## src/rtl/cfg_pkg.sv

```systemverilog
// Shared constants for the clock-divider configuration interface.
// Used by both the initiator and the receiving config block so the address
// map and data layout are defined in exactly one place.
package cfg_pkg;

    localparam int unsigned CFG_TIMER_W  = 16;
    localparam int unsigned CFG_DATA_W   = 8;
    localparam int unsigned CFG_SEL_W    = 3;
    localparam int unsigned CFG_SEL_LSB  = 2;
    localparam int unsigned CFG_SEL_MSB  = 4;

    localparam logic [1:0] CFG_ADDR_NONE = 2'b00;
    localparam logic [1:0] CFG_ADDR_UART = 2'b01;
    localparam logic [1:0] CFG_ADDR_VGA  = 2'b10;

    typedef enum logic [1:0] {
        ST_IDLE  = 2'd0,
        ST_DRIVE = 2'd1,
        ST_GAP   = 2'd2,
        ST_ABORT = 2'd3
    } cfg_init_state_t;

    // Place the selector into its field of the config data byte.
    function automatic logic [CFG_DATA_W-1:0] cfg_data(input logic [CFG_SEL_W-1:0] sel);
        logic [CFG_DATA_W-1:0] d;
        d = '0;
        d[CFG_SEL_MSB:CFG_SEL_LSB] = sel;
        return d;
    endfunction

endpackage

```

## src/rtl/cfg_timer.sv

```systemverilog
// Loadable up-counter with terminal-match output; saturates instead of wrapping.
// Ports:
//   clk, rst      clock, async active-low reset
//   i_load        clear the count to zero (has priority over i_inc)
//   i_inc         increment the count
//   i_match       terminal value to compare against
//   o_match       count equals i_match
module cfg_timer #(
    parameter int unsigned W = 16
) (
    input  logic         clk,
    input  logic         rst,
    input  logic         i_load,
    input  logic         i_inc,
    input  logic [W-1:0] i_match,
    output logic         o_match
);

    logic [W-1:0] r_count;

    always_ff @(posedge clk or negedge rst) begin
        if (!rst) begin
            r_count <= '0;
        end else if (i_load) begin
            r_count <= '0;
        end else if (i_inc && (r_count != {W{1'b1}})) begin
            r_count <= r_count + W'(1);
        end
    end

    assign o_match = (r_count == i_match);

endmodule

```

## src/rtl/cfg_initiator.sv

```systemverilog
// Sequences one configuration write at a time to the clock-divider config
// block, waits for the selected target's ready, enforces an idle gap between
// writes and reports done / timeout.
// Ports:
//   clk, rst                 clock, async active-low reset
//   req_valid/target/sel     upstream request; req_ready accepts it
//   c_valid/c_addr/c_data    write strobe, address, data to the config block
//   c_UART_ready/c_VGA_ready per-target accept from the config block
//   done, err                one-cycle completion / timeout pulses
//   err_sticky               timeout flag, cleared on next accepted request
//   busy                     high outside IDLE
module cfg_initiator #(
    parameter int unsigned TIMEOUT = 64,
    parameter int unsigned GAP     = 2
) (
    input  logic       clk,
    input  logic       rst,
    input  logic       req_valid,
    input  logic       req_target,
    input  logic [2:0] req_sel,
    output logic       req_ready,
    output logic       c_valid,
    output logic [1:0] c_addr,
    output logic [7:0] c_data,
    input  logic       c_UART_ready,
    input  logic       c_VGA_ready,
    output logic       done,
    output logic       err,
    output logic       err_sticky,
    output logic       busy
);
    import cfg_pkg::*;

    localparam logic [CFG_TIMER_W-1:0] TO_LAST  = CFG_TIMER_W'(TIMEOUT - 1);
    localparam logic [CFG_TIMER_W-1:0] GAP_LAST = CFG_TIMER_W'(GAP - 1);

    cfg_init_state_t         r_state;
    logic                    r_target;
    logic                    w_accept;
    logic                    w_sel_ready;
    logic                    w_tmr_load;
    logic                    w_tmr_inc;
    logic                    w_tmr_match;
    logic [CFG_TIMER_W-1:0]  w_tmr_last;

    // req_ready is held low while reset is asserted even though state is IDLE.
    assign req_ready   = (r_state == ST_IDLE) && rst;
    assign busy        = (r_state != ST_IDLE);
    assign w_accept    = req_valid && req_ready;
    assign w_sel_ready = r_target ? c_VGA_ready : c_UART_ready;

    // Timer restarts at zero on entry to DRIVE (from IDLE) and GAP (from DRIVE/ABORT).
    assign w_tmr_load = (r_state == ST_IDLE) || (r_state == ST_ABORT) ||
                        ((r_state == ST_DRIVE) && w_sel_ready);
    assign w_tmr_inc  = (r_state == ST_DRIVE) || (r_state == ST_GAP);
    assign w_tmr_last = (r_state == ST_DRIVE) ? TO_LAST : GAP_LAST;

    cfg_timer #(
        .W (CFG_TIMER_W)
    ) u_timer (
        .clk     (clk),
        .rst     (rst),
        .i_load  (w_tmr_load),
        .i_inc   (w_tmr_inc),
        .i_match (w_tmr_last),
        .o_match (w_tmr_match)
    );

    // State machine with registered interface outputs.
    always_ff @(posedge clk or negedge rst) begin
        if (!rst) begin
            r_state    <= ST_IDLE;
            r_target   <= 1'b0;
            c_valid    <= 1'b0;
            c_addr     <= CFG_ADDR_NONE;
            c_data     <= '0;
            done       <= 1'b0;
            err        <= 1'b0;
            err_sticky <= 1'b0;
        end else begin
            done <= 1'b0;
            err  <= 1'b0;
            case (r_state)
                ST_IDLE: begin
                    if (w_accept) begin
                        r_target   <= req_target;
                        c_valid    <= 1'b1;
                        c_addr     <= req_target ? CFG_ADDR_VGA : CFG_ADDR_UART;
                        c_data     <= cfg_data(req_sel);
                        err_sticky <= 1'b0;
                        r_state    <= ST_DRIVE;
                    end
                end
                ST_DRIVE: begin
                    // Ready is checked first so a ready on the last cycle still succeeds.
                    if (w_sel_ready) begin
                        done    <= 1'b1;
                        c_valid <= 1'b0;
                        c_addr  <= CFG_ADDR_NONE;
                        c_data  <= '0;
                        r_state <= ST_GAP;
                    end else if (w_tmr_match) begin
                        err        <= 1'b1;
                        err_sticky <= 1'b1;
                        c_valid    <= 1'b0;
                        c_addr     <= CFG_ADDR_NONE;
                        c_data     <= '0;
                        r_state    <= ST_ABORT;
                    end
                end
                ST_ABORT: begin
                    r_state <= ST_GAP;
                end
                ST_GAP: begin
                    if (w_tmr_match) begin
                        r_state <= ST_IDLE;
                    end
                end
                default: begin
                    r_state <= ST_IDLE;
                end
            endcase
        end
    end

endmodule
```

## config.mk

```make
export PLATFORM = sky130hd
export DESIGN_NAME = cfg_initiator
export DESIGN_NICKNAME = d
export VERILOG_FILES = /design/src/rtl/cfg_pkg.sv /design/src/rtl/cfg_timer.sv /design/src/rtl/cfg_initiator.sv
export SDC_FILE = /design/constraint.sdc
export NUM_CORES = 1
export LEC_CHECK = 0
export BUFFER_PORTS_ARGS = -buffer_cell sky130_fd_sc_hd__buf_4
export CAP_MARGIN = 40
export CORE_ASPECT_RATIO = 1.4
export CORE_UTILIZATION = 58
export CTS_BUF_LIST = sky130_fd_sc_hd__clkbuf_4
export CTS_CLUSTER_DIAMETER = 50
export CTS_CLUSTER_SIZE = 24
export DETAILED_ROUTE_END_ITERATION = 8
export GPL_TIMING_DRIVEN = 0
export PLACE_DENSITY_LB_ADDON = 0.15
export SETUP_SLACK_MARGIN = 0.3
export SYNTH_ARGS = -nofsm -noshare
export SYNTH_HDL_FRONTEND = slang
export SYNTH_SLANG_ARGS = --single-unit
```

## constraint.sdc

```tcl
create_clock -name clk -period 2.22 [get_ports clk]
set_input_delay 0.444 -clock clk [delete_from_list [all_inputs] [get_ports clk]]
set_output_delay 0.444 -clock clk [all_outputs]
set_load 0.02 [all_outputs]
```

==> impl_metrics.json, run 1 <==
{
  "wl_per_cell_um": 16.41,
  "skew_ps": 5.151,
  "dpl_cell_area_mm2": 0.001858,
  "grt_util_all_layers_pct": 28.36,
  "clock_path_buffers": 2,
  "nFillCells": 197,
  "start_kind": "register",
  "via_per_inst": 6.551,
  "async_reset_ff_share_pct": 100.0,
  "ys_types": 42,
  "p_per_area_mw_per_mm2": 1062,
  "status": "complete, but fails checks",
  "route.detailed.drc": 0,
  "drtPass1Iterations": 4,
  "syn_avg_cell_area_um2": 9.095,
  "synth_top_area_share_pct": 42.33,
  "switchingPower_uw": 902.9,
  "cts_hold_buf": 0,
  "seq_area_frac_synth_pct": 42.33,
  "p_total_mw": 2.117,
  "endpoint_kind": "register",
  "peakVddDrop_v": 0.0006237,
  "port_buffers": 19,
  "cp_data_arrival_time_ps": 2170,
  "setup_ws_ps": 327.1,
  "min_period_ps": 1893,
  "timing.slew.headroom_pct": 61.99,
  "die_area_mm2": 0.003075,
  "antenna_found_initial": 0,
  "cts_sinks": 28,
  "grt_pass1_vias": 1572,
  "fmax_mhz": 528.3,
  "tns_ps": 0,
  "cp.required_ps": 2500,
  "hold_path_class": "in2async",
  "grt_pass1_wl_mm": 6.437,
  "grt_max_degree": 32,
  "fin_util_pct": 74.70,
  "htree_levels": 1,
  "combPwrFrac_pct": 50.4,
  "power_frac_seq_pct": 33.5,
  "hold_violations": 16,
  "netlist_instances": 182,
  "rsz0062_at_grt": "true",
  "final_nets": 227,
  "ys_top_cells_by_area": "dfrtp_1 (42%), o21ai_0 (4.8%), ha_1 (4.5%), nand2_1 (4.3%), a21oi_1 (3.6%)",
  "holdWs_ps": -10.08,
  "antenna_left": 0,
  "clock_power_share_pct": 16.1,
  "clockRootBuffer": "clkbuf_4",
  "synth_seq_cells": 28,
  "worst_pin_slew_ps": 569.0,
  "rr_startpoint": "u_timer.r_count[4]$_DFFE_PN0P_",
  "dpl.hpwl_mm": 2.966,
  "design_area_mm2": 0.001994,
  "final_max_slew_viol_count": 0,
  "vias": 1618,
  "cts_tree": "yes",
  "start_util_pct": 62.00,
  "rr_worst_depth": 4,
  "die_x_um": 47.15,
  "drive_above_1_share_pct": 24.64,
  "finalSetupViolations": 0,
  "io_pins": 25,
  "final_cell_mix": "buf_4 (26), dfrtp_1 (26), nand2_1 (19), o21ai_0 (16), a21oi_1 (12)",
  "p_leak_nw": 0.8474,
  "drt-total-wl_mm": 4.054,
  "multi_input_area_um2": 960.9,
  "fin_crit_sh_pct": 85.26,
  "yosys_warnings": 0,
  "synth_ff_type": "dfrtp_1",
  "ff2ff_setup_slack_ps": 330,
  "crit_end": "u_timer.r_count[15]$_DFFE_PN0P_",
  "netlist_area_mm2": 0.001655,
  "violations": "negative hold slack",
  "swShare_pct": 42.64,
  "rr_endpoint": "u_timer.r_count[15]$_DFFE_PN0P_",
  "p_int_mw": 1.215,
  "dr.first_iter.drc_count": 53,
  "place_congestion": 0.8613,
  "rows": 22,
  "path_clk_slew_ps": 150,
  "area.sequential_um2": 703.2,
  "clk-insertion-delay-late_ps": 340,
  "critical_path_class": "reg2reg",
  "area_growth_pct": 20.48,
  "yosysTopAreaCell": "dfrtp_1",
  "core_mm2": 0.002670,
  "worstPathMaxFanout": 7,
  "post-place-ws_ps": -169.8,
  "cap_violations": 0,
  "n_antenna_cell": 0,
  "startpoint": "u_timer.r_count[4]$_DFFE_PN0P_",
  "grt_overflow_total": 0,
  "fp.dieH_um": 65.21,
  "cts_made_buffers": 3,
  "synth_edf_count": 0
}
final cells by class:
class / count / share of cell area [%]
buffer: 7 / 2.635
timing repair buffer: 21 / 7.905
sequential: 28 / 35.26
clock buffer: 3 / 1.129
inverter: 6 / 1.129
tap: 36 / 2.258
multi-input combinational: 145 / 48.18
clock inverter: 1 / 1.506
worst min path at each step:
stage	start	to	slack, ps
6_report	rst	c_data[2]$_DFFE_PN0P_	-10
5_1_grt	rst	c_data[2]$_DFFE_PN0P_	-4
4_1_cts	rst	c_data[2]$_DFFE_PN0P_	20
3_5_place_dp	rst	c_data[2]$_DFFE_PN0P_	390
3_3_place_gp	rst	c_data[2]$_DFFE_PN0P_	380
2_1_floorplan	rst	c_addr[0]$_DFFE_PN0P_	150
repair_timing:
action                     4_1_cts  5_1_grt
buffers inserted                 0        2
setup endpoints to repair       25       18
pin swaps                        0        0
resized for setup                9       15
registers in the layout (all words and copies together) (netlist names):
name	flops
c_addr	2
r_target	1
r_state	2
c_data	3
err	1
done	1
c_valid	1
u_timer.r_count	16
err_sticky	1
synth_stat cells, types with 4 or more instances:
library cell / count
nand3_1: 11
a22oi_1: 5
or4_1: 4
a21oi_1: 12
ha_1: 6
nor2_1: 12
nor3_1: 9
o21ai_0: 16
inv_1: 6
nand2_1: 19
dfrtp_1: 28
buf_4: 5
per-layer routing:
layer | up-vias | GRT usage (%) | wire length, um
met3 | 14 | 4.396 | 163
met4 | 0 | 13.93 | 102
met1 | 798 | 28.32 | 1507
met2 | 62 | 52.78 | 2281
met5 | - | 0 | 0
li1 | 744 | - | -
kinds of logic after synthesis:
| kind of cell | after synthesis | synth area share, % |
|---|---|---|
| AO/OA/AOI/OAI | 57 | 23.05 |
| adder cells (fa/ha/maj) | 6 | 4.535 |
| buffers and inverters | 13 | 4.082 |
| flip-flops | 28 | 42.33 |
| multiplexers | 4 | 2.570 |
| other | 1 | 0.2265 |
| AND/OR/NAND/NOR | 73 | 23.20 |
power groups by stage:
stage / Clock (mW) / Sequential, mW / Combinational [mW]
after floorplan: 0 / 0.753 / 0.563
final: 0.340 / 0.710 / 1.07
after CTS: 0.338 / 0.705 / 0.965
after detailed placement: 0 / 0.716 / 0.916
after global routing: 0.367 / 0.724 / 1.14
after global placement: 0 / 0.706 / 0.864
worst max-delay path, cell delays in order, from the launching register on:
cell	delay [ps]
dfrtp_1	510
nand4_4	190
or3_4	460
or4_1	510
a21oi_1	170
per-stage QoR:
step,hold WS [ps],instances
2_1_floorplan,148.4,186
3_3_place_gp,381.1,241
3_5_place_dp,388.9,241
4_1_cts,16.19,245
5_1_grt,-4.077,247
6_report,-10.08,247
Power figures use the tool's default switching activity.
==> inputs of run 2 (changes only) <==
- CORE_MARGIN: default -> 2
==> run 2 against run 1 <==
Compared with the run above: the flow still finishes with violations (negative hold slack); clock-buffer cell count is the same; sequential power is essentially flat; cell count grew 2.0%; utilization grew 2.6 points; setup slack lost 41 ps; hold slack gained 1.6 ps; fmax shrank 2.1%; via count shrank 0.43%; final area grew 3.5%; non-clock buffer count grew 5; critical path depth is the same; sequential share of layout area shrank 1.0 points.
==> impl_metrics.json, run 2 (synthesis gave the netlist of run 1 again) <==
{
  "n_antenna_cell": 0,
  "clock_path_buffers": 2,
  "antenna_left": 0,
  "drtPass1Iterations": 5,
  "path_clk_slew_ps": 160,
  "dpl.hpwl_mm": 2.930,
  "grt_pass1_vias": 1595,
  "timing.slew.headroom_pct": 60.36,
  "fin_crit_sh_pct": 87.09,
  "dr.first_iter.drc_count": 83,
  "antenna_found_initial": 0,
  "critical_path_class": "reg2reg",
  "cp.required_ps": 2500,
  "core_mm2": 0.002670,
  "cts_made_buffers": 3,
  "cpPeakStageDelay_ps": 530,
  "io_pins": 25,
  "clockRootBuffer": "clkbuf_4",
  "grt_util_all_layers_pct": 27.14,
  "rows": 22,
  "cts_sinks": 28,
  "place_congestion": 0.8665,
  "fin_util_pct": 77.32,
  "worstPathMaxFanout": 6,
  "hold_violations": 16,
  "top_register": "u_timer.r_count",
  "cts_hold_buf": 0,
  "peakVddDrop_v": 0.0006025,
  "p_per_area_mw_per_mm2": 1083,
  "slowest_stage": "or4_1",
  "status": "complete, but fails checks",
  "layout.cells.most_common": "buf_4",
  "multi_input_area_um2": 982.2,
  "worstPathCellList": "nand2_1 > or3_4 > or4_1 > a21oi_1",
  "cap_violations": 0,
  "top_regs": "u_timer.r_count (16), c_data (3)",
  "min_period_ps": 1933,
  "final_max_slew_viol_count": 0,
  "endpoint_kind": "register",
  "port_buffers": 19,
  "skew_ps": 3.831,
  "worst_pin_slew_ps": 589.2,
  "die_area_mm2": 0.003303,
  "final_cell_mix": "buf_4 (31), dfrtp_1 (23), nand2_1 (19), o21ai_0 (16), a21oi_1 (12)",
  "hold_path_class": "in2async",
  "finalSetupViolations": 0,
  "drive_above_1_share_pct": 29.17,
  "grt_pass1_wl_mm": 6.962,
  "vias": 1611,
  "grt_max_degree": 32,
  "die_x_um": 49.15,
  "start_util_pct": 62.00,
  "fp.dieH_um": 67.21,
  "fmax_mhz": 517.2,
  "drt-total-wl_mm": 4.293,
  "rsz0062_at_grt": "true",
  "cts_tree": "yes",
  "grt_overflow_total": 0,
  "path_buf_inv": 0,
  "holdWs_ps": -8.506,
  "critPathTopFamily": "simple AND/OR/NAND/NOR gates",
  "final_nets": 232,
  "start_kind": "register",
  "tns_ps": 0,
  "area_growth_pct": 24.72,
  "clk-insertion-delay-late_ps": 340,
  "route.detailed.drc": 0,
  "p_leak_nw": 0.8670,
  "nFillCells": 179,
  "wl_per_cell_um": 17.04,
  "via_per_inst": 6.393,
  "violations": "negative hold slack",
  "cp_data_arrival_time_ps": 2220,
  "area.sequential_um2": 706.9,
  "htree_levels": 1,
  "largest_register_ff_count": 16,
  "p_total_mw": 2.235
}
[run 2: per-stage QoR]
stage	worst slack, ps	area, um^2	cells	hold WS, ps
floorplan	363.4	1670	186	148.4
global placement	-62.74	1858	241	381.2
detailed placement	-151.1	1858	241	390.0
CTS	254.4	1949	245	10.44
global route	244.8	2064	252	11.75
finish	286.6	2064	252	-8.506
[run 2: what timing repair did]
item,in CTS,in global routing
gates resized for setup,10,23
endpoints found under the hold margin,0,0
setup endpoints to repair,25,26
pin swaps,0,3
buffers inserted,0,7
[run 2: power by group]
| group | internal, mW | switching, mW | leakage, nW |
|---|---|---|---|
| combinational | 0.504 | 0.676 | 0.470 |
| sequential | 0.609 | 0.103 | 0.369 |
| clock | 0.183 | 0.160 | 0.0279 |
| total | 1.30 | 0.940 | 0.867 |
[run 2: final timing paths]
| check | slack (ps) | from | cells past startpoint | to |
|---|---|---|---|---|
| max | 290 | u_timer.r_count[9]$_DFFE_PN0P_ | 4 | u_timer.r_count[15]$_DFFE_PN0P_ |
| min | -9 | rst | 1 | c_data[2]$_DFFE_PN0P_ |
| max reg2reg | 290 | u_timer.r_count[9]$_DFFE_PN0P_ | 4 | u_timer.r_count[15]$_DFFE_PN0P_ |
| min reg2reg | 520 | err_sticky$_DFFE_PN0P_ | 2 | err_sticky$_DFFE_PN0P_ |
| max in group asynchronous | 1930 | rst | 1 | u_timer.r_count[5]$_DFFE_PN0P_ |
| min in group clk | 310 | req_sel[0] | 3 | c_data[2]$_DFFE_PN0P_ |
[run 2: routing by layer]
| metal | global-route usage [%] | wire length (um) | vias to the layer above |
|---|---|---|---|
| li1 | - | - | 760 |
| met1 | 30.12 | 1553 | 759 |
| met2 | 50.51 | 2424 | 75 |
| met3 | 2.876 | 202 | 17 |
| met4 | 15.36 | 112 | 0 |
| met5 | 0 | 0 | - |
[run 2: cell type report]
class	instances	area share, %
Multi-Input combinational cell	145	47.58
Sequential cell	28	34.24
Timing Repair Buffer	26	9.455
Buffer	7	2.727
Tap cell	36	2.182
Clock inverter	1	1.455
Inverter	6	1.273
Clock buffer	3	1.091
